==> src/rtl/core6502_alu_pkg.sv <==
// rtl/core6502_alu_pkg.sv - shared ALU operation, decimal-mode types and BCD constants
package core6502_alu_pkg;

  typedef enum logic [2:0] {OP_NONE, OP_SUM, OP_AND, OP_EOR, OP_OR, OP_SR} alu_op_t;
  typedef enum logic [1:0] {BCD_NONE, BCD_ADD, BCD_SUB} bcd_mode_t;

  localparam logic [3:0] BCD_LIMIT = 4'd9;
  localparam logic [3:0] BCD_ADJ   = 4'd6;

  // Op strobes are not guaranteed one-hot; resolve them by fixed priority.
  function automatic alu_op_t op_select(input logic sums, input logic ands,
                                        input logic eors, input logic ors,
                                        input logic srs);
    if (sums)      return OP_SUM;
    else if (ands) return OP_AND;
    else if (eors) return OP_EOR;
    else if (ors)  return OP_OR;
    else if (srs)  return OP_SR;
    else           return OP_NONE;
  endfunction

endpackage

==> src/rtl/bcd_adjust.sv <==
// rtl/bcd_adjust.sv - per-nibble decimal correction applied on accumulator load
module bcd_adjust
  import core6502_alu_pkg::*;
(
  input  logic [7:0] data,
  input  logic       dc3,
  input  logic       dc7,
  input  bcd_mode_t  mode,
  output logic [7:0] result
);

  logic [3:0] adj_lo;
  logic [3:0] adj_hi;

  assign adj_lo = dc3 ? BCD_ADJ : 4'd0;
  assign adj_hi = dc7 ? BCD_ADJ : 4'd0;

  // Nibbles wrap independently; no carry propagates between them.
  always_comb begin
    result = data;
    case (mode)
      BCD_ADD: result = {data[7:4] + adj_hi, data[3:0] + adj_lo};
      BCD_SUB: result = {data[7:4] - adj_hi, data[3:0] - adj_lo};
      default: result = data;
    endcase
  end

endmodule

==> src/rtl/alu_datapath.sv <==
// rtl/alu_datapath.sv - 6502 ALU datapath: AI/BI latches, ADD register, accumulator, decimal flags
module alu_datapath
  import core6502_alu_pkg::*;
#(
  parameter int WIDTH = 8
) (
  input  logic             PHI0,
  input  logic             n_RES,
  input  logic [WIDTH-1:0] SB_in,
  input  logic [WIDTH-1:0] DB_in,
  input  logic [WIDTH-1:0] ADL_in,
  input  logic             SB_ADD,
  input  logic             Z_ADD,
  input  logic             DB_ADD,
  input  logic             NDB_ADD,
  input  logic             ADL_ADD,
  input  logic             SUMS,
  input  logic             ANDS,
  input  logic             EORS,
  input  logic             ORS,
  input  logic             SRS,
  input  logic             n_ACIN,
  input  logic             n_DAA,
  input  logic             n_DSA,
  input  logic             ADD_SB06,
  input  logic             ADD_SB7,
  input  logic             ADD_ADL,
  input  logic             SB_AC,
  input  logic             AC_SB,
  input  logic             AC_DB,
  output logic [WIDTH-1:0] SB_out,
  output logic [WIDTH-1:0] SB_oe,
  output logic [WIDTH-1:0] ADL_out,
  output logic             ADL_oe,
  output logic [WIDTH-1:0] DB_out,
  output logic             DB_oe,
  output logic [WIDTH-1:0] ADD,
  output logic [WIDTH-1:0] AC,
  output logic             n_COUT,
  output logic             ACR,
  output logic             AVR
);

  logic [WIDTH-1:0] ai, bi, add_q, ac_q, ac_load;
  logic             acr_q, avr_q, dc3_q, dc7_q;
  bcd_mode_t        mode_q;

  alu_op_t          op;
  logic             cin, hc, daa, dsa, overflow;
  logic [WIDTH:0]   sum;
  logic             dc3_sum, dc7_sum;
  logic [WIDTH-1:0] add_d;
  logic             acr_d, avr_d;

  assign op  = op_select(SUMS, ANDS, EORS, ORS, SRS);
  assign cin = ~n_ACIN;
  assign daa = ~n_DAA;
  assign dsa = ~n_DSA & n_DAA;

  assign sum      = {1'b0, ai} + {1'b0, bi} + {{WIDTH{1'b0}}, cin};
  assign hc       = ({1'b0, ai[3:0]} + {1'b0, bi[3:0]} + {4'b0, cin}) > 5'd15;
  assign overflow = (ai[7] == bi[7]) && (sum[7] != ai[7]);

  // Decimal flags feed the accumulator correction on the following SB_AC load.
  always_comb begin
    dc3_sum = 1'b0;
    dc7_sum = 1'b0;
    if (daa) begin
      dc3_sum = hc | (sum[3:0] > BCD_LIMIT);
      dc7_sum = sum[8] | (sum[7:4] > BCD_LIMIT) | ((sum[7:4] == BCD_LIMIT) & dc3_sum);
    end else if (dsa) begin
      dc3_sum = ~hc;
      dc7_sum = ~sum[8];
    end
  end

  always_comb begin
    add_d = add_q;
    acr_d = 1'b0;
    avr_d = 1'b0;
    case (op)
      OP_SUM: begin
        add_d = sum[WIDTH-1:0];
        acr_d = daa ? dc7_sum : sum[8];
        avr_d = overflow;
      end
      OP_AND: add_d = ai & bi;
      OP_EOR: add_d = ai ^ bi;
      OP_OR:  add_d = ai | bi;
      OP_SR: begin
        add_d = {1'b0, ai[WIDTH-1:1]};
        acr_d = ai[0];
      end
      default: begin
        add_d = add_q;
        acr_d = acr_q;
        avr_d = avr_q;
      end
    endcase
  end

  bcd_adjust u_bcd_adjust (
    .data   (SB_in),
    .dc3    (dc3_q),
    .dc7    (dc7_q),
    .mode   (mode_q),
    .result (ac_load)
  );

  always_ff @(posedge PHI0) begin
    if (!n_RES) begin
      ai     <= '0;
      bi     <= '0;
      add_q  <= '0;
      ac_q   <= '0;
      acr_q  <= 1'b0;
      avr_q  <= 1'b0;
      dc3_q  <= 1'b0;
      dc7_q  <= 1'b0;
      mode_q <= BCD_NONE;
    end else begin
      if (SB_ADD || Z_ADD)
        ai <= (SB_ADD ? SB_in : '1) & (Z_ADD ? '0 : '1);
      if (DB_ADD || NDB_ADD || ADL_ADD)
        bi <= (DB_ADD ? DB_in : '1) & (NDB_ADD ? ~DB_in : '1) & (ADL_ADD ? ADL_in : '1);
      if (op != OP_NONE) begin
        add_q <= add_d;
        acr_q <= acr_d;
        avr_q <= avr_d;
      end
      if (SB_AC) begin
        ac_q  <= ac_load;
        dc3_q <= 1'b0;
        dc7_q <= 1'b0;
      end
      // A sum on the same edge as a load owns the freshly computed flags.
      if (op == OP_SUM) begin
        dc3_q  <= dc3_sum;
        dc7_q  <= dc7_sum;
        mode_q <= daa ? BCD_ADD : (dsa ? BCD_SUB : BCD_NONE);
      end
    end
  end

  logic [WIDTH-1:0] add_sb, ac_sb;

  assign add_sb = {ADD_SB7, {(WIDTH-1){ADD_SB06}}};
  assign ac_sb  = {WIDTH{AC_SB}};

  // Where ADD and AC both drive a bit the bus resolves to their wired-AND.
  assign SB_out  = (add_q | ~add_sb) & (ac_q | (add_sb & ~ac_sb));
  assign SB_oe   = (add_sb | ac_sb) & {WIDTH{n_RES}};
  assign ADL_out = add_q;
  assign ADL_oe  = ADD_ADL & n_RES;
  assign DB_out  = ac_q;
  assign DB_oe   = AC_DB & n_RES;

  assign ADD    = add_q;
  assign AC     = ac_q;
  assign ACR    = acr_q;
  assign n_COUT = ~acr_q;
  assign AVR    = avr_q;

endmodule

==> config.mk <==
export PLATFORM = sky130hd
export DESIGN_NAME = alu_datapath
export DESIGN_NICKNAME = d
export VERILOG_FILES = /design/src/rtl/core6502_alu_pkg.sv /design/src/rtl/bcd_adjust.sv /design/src/rtl/alu_datapath.sv
export SDC_FILE = /design/constraint.sdc
export NUM_CORES = 1
export LEC_CHECK = 0
export ABC_CLOCK_PERIOD_IN_PS = 4400
export CORE_ASPECT_RATIO = 1.75
export CORE_MARGIN = 2
export CORE_UTILIZATION = 30
export DETAILED_ROUTE_END_ITERATION = 8
export PLACE_DENSITY = 0.56
export RECOVER_POWER = 25
export SLEW_MARGIN = 20
export SYNTH_ARGS = -nofsm -noshare
export SYNTH_HDL_FRONTEND = slang
export SYNTH_SLANG_ARGS = --single-unit
==> constraint.sdc <==
create_clock -name PHI0 -period 4.4 [get_ports PHI0]
set_clock_uncertainty 0.15 [all_clocks]
set_input_delay 1.32 -clock PHI0 [delete_from_list [all_inputs] [get_ports PHI0]]
set_output_delay 1.32 -clock PHI0 [all_outputs]
set_load 0.1 [all_outputs]
## After elaboration in Yosys (flattened, before gate mapping)

Cells that the tools add are included.

| operators by class | value |
|---|---|
| add/subtract/negate cells | 8 |
| $lt $le $gt $ge | 3 |
| equal/unequal tests | 10 |
| muxes and demuxes | 26 |
| bitwise gates (word level) | 27 |
| reductions and logical operators | 14 |

Operators by type and width:

| operator | count |
|---|---|
| 8-bit bitwise AND | 7 |
| 8-bit 2-to-1 mux | 5 |
| 8-bit one-hot mux with 5 select lines | 1 |
| 8-bit bitwise OR | 4 |
| 8-bit NOT | 3 |
| 3-bit 2-to-1 mux | 7 |
| 8-bit one-hot mux with 2 select lines | 1 |
| 8-bit by 8-bit adder with 9-bit output | 1 |
| 9-bit by 1-bit adder with 9-bit output | 1 |
| 4-bit adder | 2 |
| 4-bit > comparator (second input constant) | 2 |
| 1-bit 2-to-1 mux | 8 |
| 4-bit subtractor | 2 |
| 8-bit bitwise XOR | 1 |
| 3-bit by 2-bit == test with 1-bit output (second input constant) | 2 |
| 3-bit == test (second input constant) | 2 |
| 2-bit AND reduction | 3 |
| 3-bit nonzero test | 2 |
| 4-bit by 4-bit adder with 5-bit output | 1 |
| 5-bit by 1-bit adder with 5-bit output | 1 |
| 5-bit by 4-bit > comparator with 1-bit output (second input constant) | 1 |
| 1-bit NOT | 5 |
| 5-bit nonzero test | 1 |
| 1-bit bitwise AND | 4 |
| 15 further kinds | 21 |

| word-level totals | value |
|---|---|
| register bits after elaboration | 38 |
| logic and storage cells | 97 |

## Depth between registers and ports, before layout

Gate-level depths: netlist (run 1).

| logic depth | value |
|---|---|
| depth after elaboration | 9 |
| gate-level depth with buffers | 10 |
| mapped depth without buffers | 10 |

## By module

Synthesis (run 1) repeated with hierarchy kept, for this count alone.

| second synthesis, totals | value |
|---|---|
| cells, all modules | 385 |
| area total of the unflattened synthesis | 3032.9 µm² |

By module, submodules not included:

| module | instances | cells an instance | area each (µm²) | sequential area each (µm²) |
|---|---|---|---|---|
| alu_datapath | 1 | 336 | 2681.3 | 760.7 |
| bcd_adjust | 1 | 49 | 351.6 | 0.0 |

## Worst setup path before layout (run 1)

No wires, ideal clock.

| timing | value |
|---|---|
| path kind | input-to-output |
| start | in ADD_SB06 |
| end | out SB_out[2] |
| arrival time | 3.461 ns |
| data required time | 2.930 ns |
| setup slack | -0.531 ns |
| stages | 5 |
| path buffers | 2 |
| cell sequence | clkbuf_1 > nor2b_1 > clkbuf_1 > nor2_1 > a21oi_1 |

| on the way | value |
|---|---|
| cells in the longest elaborated chain, start to end | 3 |
| elaborated cells on any way between the ends | 5 |
| classes of those cells | bitwise (5) |

Ends and longest elaborated chain:

| item | line | source |
|---|---|---|
| from (decl) | alu_datapath.sv:25 | `input logic ADD_SB06,` |
| 8-bit bitwise AND or 8-bit NOT (tied branches) | alu_datapath.sv:151 | `assign SB_out = (add_q \| ~add_sb) & (ac_q \| (add_sb & ~ac_sb));` |
| 8-bit bitwise OR | alu_datapath.sv:151 |  |
| 8-bit bitwise AND * | alu_datapath.sv:151 |  |
| to (decl) | alu_datapath.sv:31 | `output logic [WIDTH-1:0] SB_out,` |

Every way passes the cells marked *; elsewhere a longest branch is shown, timed or not.

## Final worst setup path (run 1)

Ends and elaborated chain as after synthesis.

==> summary.md, run 1 <==
| Metric | Value |
|---|---|
| Outcome | `complete, no violations` |
| Peak supply drop | `0.000207 V` |
| Critical path type | `in2out` |
| Setup crit start kind | `input port` |
| RR Endpoint | `ACR` |
| Min-delay worst type | `reg2reg` |
| Worst slew margin | `5.84%` |
| Critical path depth | `6` |
| DRT Pass-1 Iters | `4` |
| WP data arrival | `around 2.7 ns` |
| Post-layout nets | `about 500` |
| Post-CTS Setup Bufs | `0` |
| CP Buf/Inv Count | `3` |
| Mapped Area | `~0.0030 sq mm` |
| Fraction of registers with async set/reset | `0%` |
| Rows | `48` |
| Number of remaining DRC errors | `0` |
| Vias in the first global route | `between 2,000 and 3,000` |
| CTS buffer count | `5` |
| Vias per Instance | `around 5` |
| CTS Hold Buffers Added | `0` |
| CP Cell Sequence | `clkdlybuf4s50_1 > nor2b_1 > buf_4 > nor2_1 > a21oi_1 > buf_12` |
| Crit path max fanout | `7` |
| Inserted Diodes | `0` |
| Area growth, synth to finish | `43.0%` |
| #FFs+latches synth | `38` |
| PD cells | `~340 mW/mm^2` |
| Starting Density | `between 30% and 40%` |
| Overflow left after global routing | `0` |
| Max-cap viol count | `0` |
| Hold_ws | `about 0.36 ns` |
| Synthesized area per cell | `about 8 sq um` |
| Die Y | `135 um` |
| # H-tree levels | `2` |
| Slowest-stage cell, CP | `clkdlybuf4s50_1` |
| Static leakage | `roughly 1.7 nW` |
| Finish-stage setup viols | `0` |
| First-pass GRT wire length | `approximately 14,000 um` |
| Syn_nets | `between 400 and 500` |
| Gp weighted congestion | `just under 0.9` |
| Post-DRT Antenna Nets | `0` |
| Max Fclk | `243 MHz` |
| Worst Setup SP | `ADD_SB06` |
| Area of placed instances | `between 0.004 and 0.005 sq mm` |
| Fraction of layout cells with a size suffix above 1 | `under 10%` |
| R2R cell count | `9` |
| Main synth FF type | `dfxtp_1` |
| RSZ-0062 raised after global routing | `false` |
| Count of buffers from port buffering | `97` |
| Post-layout min period | `about 4 ns` |
| Initial antenna violation count | `0` |
| Post-synth top area cell | `dfxtp_1` |
| Detailed Route Iter0 Violations | `88` |
| Via count | `approximately 2,800` |
| FF-to-FF setup slack | `around 1.7 ns` |
| Number of synthesized flops with an enable pin | `0` |
| Total length of routed wires | `between 8000 and 9000 um` |
| Final Hold Viols | `0` |
| Die width | `between 70 and 80 um` |
| Final Util | `between 40% and 50%` |
| Worst r2r src | `ai[0]` |
| Clock tree buffer depth | `2` |
| Sequential area share after synthesis | `25.7%` |
| WL per Instance | `between 15 and 20 um` |
| Mapped Cells | `366` |
| Fin worst setup slack | `~0.28 ns` |
| GRT Total Usage | `between 10% and 20%` |
| Pin count of the biggest net entering global routing | `34` |
| Main area contributors after synthesis | `dfxtp_1 26%, ha_1 9.7%, mux2i_1 6.4%` |
| Final period util | `between 90% and 100%` |
| Family with the most delay on the worst path | `buffers and inverters` |
| CP endpoint kind | `primary output` |
| Fin. max-slew vios | `0` |
| Finished Cell Area | `approximately 0.0042 sq mm` |
| CP Data Required Time | `~2.9 ns` |
| Die area | `approximately 0.011 sq mm` |
| Root Buffer | `clkbuf_16` |
| Num ports | `a little under 100` |
| CP endpoint | `SB_out[2]` |
| CTS resizes | `0` |
| Core area | `~0.01 sq mm` |
| Measured slew at the worst slew-check pin | `1.41 ns` |
| Hpwl dp | `just over 7000 um` |
| Clk sinks | `38` |
| Total Power | `between 0.001 and 0.0015 W` |
| Reg clk slew, reported paths | `roughly 0.060 ns` |
| Crit path largest cell delay | `0.51 ns` |
| CTS tree | `built` |
| Netlist cell types | `50` |
| Pre-CTS WS | `between 0.2 and 0.3 ns` |
| Post-synth top area share | `25.7%` |
| Warnings from Yosys | `0` |
| Clock Latency Late Sink | `just under 0.3 ns` |
## layer usage
layer | GRT usage, % | vias to the layer above | wire [um]
met5 | 0 | - | 0
met4 | 6.99 | 0 | 252
met3 | 2.00 | 12 | 375
met2 | 35.2 | 88 | 5080
met1 | 16.2 | 1295 | 3130
li1 | - | 1388 | -
## state kept, by name, summed over array words and instances, names as in the netlist
signal,flops
dc7_q,1
AC,8
bi,8
mode_q,2
ADD,8
ACR,1
ai,8
dc3_q,1
AVR,1
## cell families (layout without fill, tap and decap cells)
logic type / Yosys count / count (layout) / share of synthesized area, %
muxes: 19 / 19 / 6.42
xor gates and xnor gates: 7 / 7 / 2.07
DFF: 38 / 38 / 25.7
and+or+nand+nor: 100 / 100 / 17.4
adders and majority gates: 25 / 25 / 11.1
AOI/OAI and AO/OA: 98 / 98 / 24.2
buffers and inverters: 79 / 145 / 13.2
## power by group
part,total [W],switching [W],internal (W)
clock,0.000486,0.000160,0.000326
combinational,0.000557,0.000374,0.000183
sequential,0.000389,0.0000238,0.000365
total,0.00143,0.000558,0.000874
## cells in the final DEF (no fill, tap or decap), types with 2 or more instances in the layout
cell | netlist | routed
nand3b_1 | 2 | 2
fa_1 | 2 | 2
o21a_1 | 7 | 6
inv_1 | 36 | 36
clkbuf_16 | 0 | 5
o21ai_0 | 16 | 16
nand2_1 | 18 | 18
o21ai_1 | 2 | 2
a21oi_1 | 21 | 21
o211a_1 | 8 | 8
clkdlybuf4s50_1 | 0 | 78
and2_1 | 4 | 4
bufinv_16 | 0 | 2
buf_4 | 22 | 3
xor2_1 | 4 | 4
o211ai_1 | 9 | 9
dfxtp_1 | 38 | 38
or2_2 | 2 | 2
nor2_1 | 26 | 26
nand3_1 | 7 | 7
a22oi_1 | 3 | 3
a221oi_1 | 6 | 6
o2111a_1 | 8 | 8
xnor2_1 | 3 | 3
a221o_1 | 2 | 2
a31oi_1 | 4 | 4
or3_1 | 6 | 6
mux2i_1 | 19 | 19
nor3_1 | 6 | 6
buf_12 | 0 | 18
nand2b_1 | 10 | 10
a21o_1 | 2 | 2
nor2b_1 | 12 | 12
ha_1 | 23 | 23
## synth_stat cells (all sizes together), types with 7 or more instances
master / count
o2111a: 8
o211a: 8
nor2: 27
a21oi: 22
buf: 26
dfxtp: 38
o211ai: 9
nand3: 7
inv: 36
nor2b: 12
clkbuf: 17
nand2b: 10
o21ai: 18
mux2i: 19
o21a: 7
nand2: 19
ha: 23
## how the worst min path moves through the flow
stage | start | endpoint | slack, ns | cells past startpoint
floorplan | mode_q[0] | mode_q[0] | 0.32 | 1
global placement | mode_q[0] | mode_q[0] | 0.34 | 1
detailed placement | mode_q[0] | mode_q[0] | 0.34 | 1
CTS | mode_q[0] | mode_q[0] | 0.36 | 1
global route | mode_q[0] | mode_q[0] | 0.38 | 1
finish | mode_q[0] | mode_q[0] | 0.36 | 1
## layout make-up
cell class,instances,area [sq um]
Tap cell,125,156
Sequential cell,38,761
Clock buffer,5,125
Multi-Input combinational cell,249,1810
Clock inverter,3,68.8
Inverter,36,135
Fill cell,1021,5490
Timing Repair Buffer,101,1180
## stage by stage
| stage | setup TNS (ns) | instances |
|---|---|---|
| 6_report | 0 | 557 |
| 3_5_place_dp | 0 | 549 |
| 5_1_grt | 0 | 557 |
| 3_3_place_gp | 0 | 549 |
| 4_1_cts | 0 | 557 |
| 2_1_floorplan | -3.71 | 366 |
No activity file was read; power rests on OpenSTA's default activity.
==> run 2: changes to the inputs <==
- CORE_ASPECT_RATIO: 1.75 -> 1.2
==> run 2 against run 1 <==
Net effect: critical path depth is 1 lower; cell count down 0.36%; core utilization rose by 0.65 points; flip-flop and latch count unchanged.
==> summary.md, run 2 (synthesized netlist as in run 1, its figures left out) <==
| Metric | Value |
|---|---|
| Fraction of layout cells with a size suffix above 1 | `about 8.3%` |
| Most frequent cells in the layout | `74 x clkdlybuf4s50_1, 38 x dfxtp_1, 36 x inv_1` |
| CTS buffer count | `5` |
| CTS Hold Buffers Added | `0` |
| # H-tree levels | `2` |
| Gp weighted congestion | `a little under 0.8` |
| WP data arrival | `roughly 2.8 ns` |
| Measured slew at the worst slew-check pin | `approximately 1.3 ns` |
| Area growth, synth to finish | `42.7%` |
| Die area | `about 0.011 sq mm` |
| Num ports | `just under 100` |
| Crit path max fanout | `7` |
| Total length of routed wires | `8400 um` |
| Setup crit start kind | `input port` |
| Starting Density | `a little under a third` |
| Finish-stage setup viols | `0` |
| Inserted Diodes | `0` |
| Critical path type | `in2out` |
| Final Util | `between 40% and 50%` |
| WL per Instance | `~15 um` |
| Min-delay worst type | `reg2reg` |
| Post-layout nets | `around 500` |
| DRT Pass-1 Iters | `4` |
| Detailed Route Iter0 Violations | `98` |
| CTS resizes | `0` |
| Count of buffers from port buffering | `97` |
| Layout fillers | `around 960` |
| Clock Latency Late Sink | `between 0.2 and 0.3 ns` |
| Clock tree buffer depth | `2` |
| Root Buffer | `clkbuf_16` |
| RSZ-0062 raised after global routing | `false` |
| Vias in the first global route | `around 2,700` |
| Reg clk slew, reported paths | `approximately 0.060 ns` |
| Die width | `about 95 um` |
| GRT Total Usage | `around 16%` |
| Core area | `approximately 0.0096 sq mm` |
| First-pass GRT wire length | `around 14,000 um` |
| Slowest-stage cell, CP | `clkdlybuf4s50_1` |
| Peak supply drop | `between 0.0001 and 0.00015 V` |
| Vias per Instance | `around 5.1` |
| PD cells | `~340 mW/mm^2` |
| CP endpoint kind | `primary output` |
| Rows | `39` |
| Post-DRT Antenna Nets | `0` |
| Max-cap viol count | `0` |
| CP Buf/Inv Count | `2` |
| CP Cell Sequence | `clkdlybuf4s50_1 > nor2b_1 > nor2_1 > a21oi_1 > buf_12` |
| Hold_ws | `approximately 0.36 ns` |
| Pin count of the biggest net entering global routing | `34` |
| Hpwl dp | `between 6000 and 7000 um` |
| Worst slew margin | `around a tenth` |
| Area of the multi-input gates | `roughly 0.0018 sq mm` |
| Crit path largest cell delay | `0.50 ns` |
| Initial antenna violation count | `0` |
| Family with the most delay on the worst path | `buffers and inverters` |
| Post-CTS Setup Bufs | `0` |
| Static leakage | `about 1.7 nW` |
| CTS tree | `built` |
| Seq. cell area | `~760 sq um` |
| Final period util | `96.0%` |
| Fin. max-slew vios | `0` |
| Clk sinks | `38` |
| Final Hold Viols | `0` |
| FF-to-FF setup slack | `1.69 ns` |
| Most common cell after layout, fill and taps aside | `clkdlybuf4s50_1` |
| Die Y | `between 100 and 150 um` |
| Number of remaining DRC errors | `0` |
| Outcome | `complete, no violations` |
| Via count | `approximately 2,800` |
| Post-layout min period | `approximately 4.2 ns` |
| CP Data Required Time | `approximately 2.9 ns` |
| Overflow left after global routing | `0` |
| Max Fclk | `~240 MHz` |
-- run 2: cell types whose count changed in the layout (fill, tap and decap cells not counted), sizes merged --
| cell | before | now |
|---|---|---|
| clkbuf | 6 | 8 |
| dlygate4sd3 | 1 | 5 |
| buf | 21 | 19 |
| clkdlybuf4s50 | 78 | 74 |
-- run 2: final cells by class --
type / instances / area share, %
Sequential cell: 38 / 18.0
Inverter: 36 / 3.20
Clock buffer: 5 / 2.96
Tap cell: 123 / 3.64
Multi-Input combinational cell: 249 / 42.9
Timing Repair Buffer: 101 / 27.7
Clock inverter: 3 / 1.63
-- run 2: per-stage QoR --
| step | total power (W) | cells | worst slack [ns] | TNS [ns] | cell area (sq um) |
|---|---|---|---|---|---|
| after global placement | 0.000948 | 547 | 0.215 | 0 | 4040 |
| final | 0.00142 | 555 | 0.175 | 0 | 4230 |
| after CTS | 0.00143 | 555 | 0.179 | 0 | 4240 |
| after floorplan | 0.000793 | 366 | -0.530 | -3.71 | 2960 |
| after detailed placement | 0.000954 | 547 | 0.190 | 0 | 4040 |
| after global routing | 0.00147 | 555 | 0.0249 | 0 | 4230 |
-- run 2: path summary, 6_finish.rpt --
| path | from | cells past startpoint | to |
|---|---|---|---|
| worst max-delay path | AC_SB | 5 | SB_out[6] |
| worst min-delay path | mode_q[0] | 1 | mode_q[0] |
| worst max register to register | ai[0] | 9 | dc7_q |
| worst min register to register | mode_q[0] | 1 | mode_q[0] |
-- run 2: per-layer routing --
metal / routed length, um / vias up / track usage (%)
met1: 3560 / 1314 / 19.3
met3: 597 / 2 / 3.46
met4: 51 / 0 / 3.19
met5: 0 / - / 0
met2: 4190 / 100 / 29.0
li1: - / 1387 / -
-- run 2: worst register-to-register path: cells and delay by family, from the launching register on --
kind | cells | cell delay (ns)
compound gates | 5 | 0.91
simple gates | 1 | 0.23
buf+inv | 1 | 0.07
flops | 1 | 0.53
fa+ha+maj | 2 | 0.70
-- run 2: where the power goes --
part	switching [W]	total, W	leakage (nW)	internal, W
registers	0.0000246	0.000389	0.313	0.000365
clock network	0.000149	0.000474	0.0940	0.000326
logic	0.000373	0.000555	1.33	0.000181
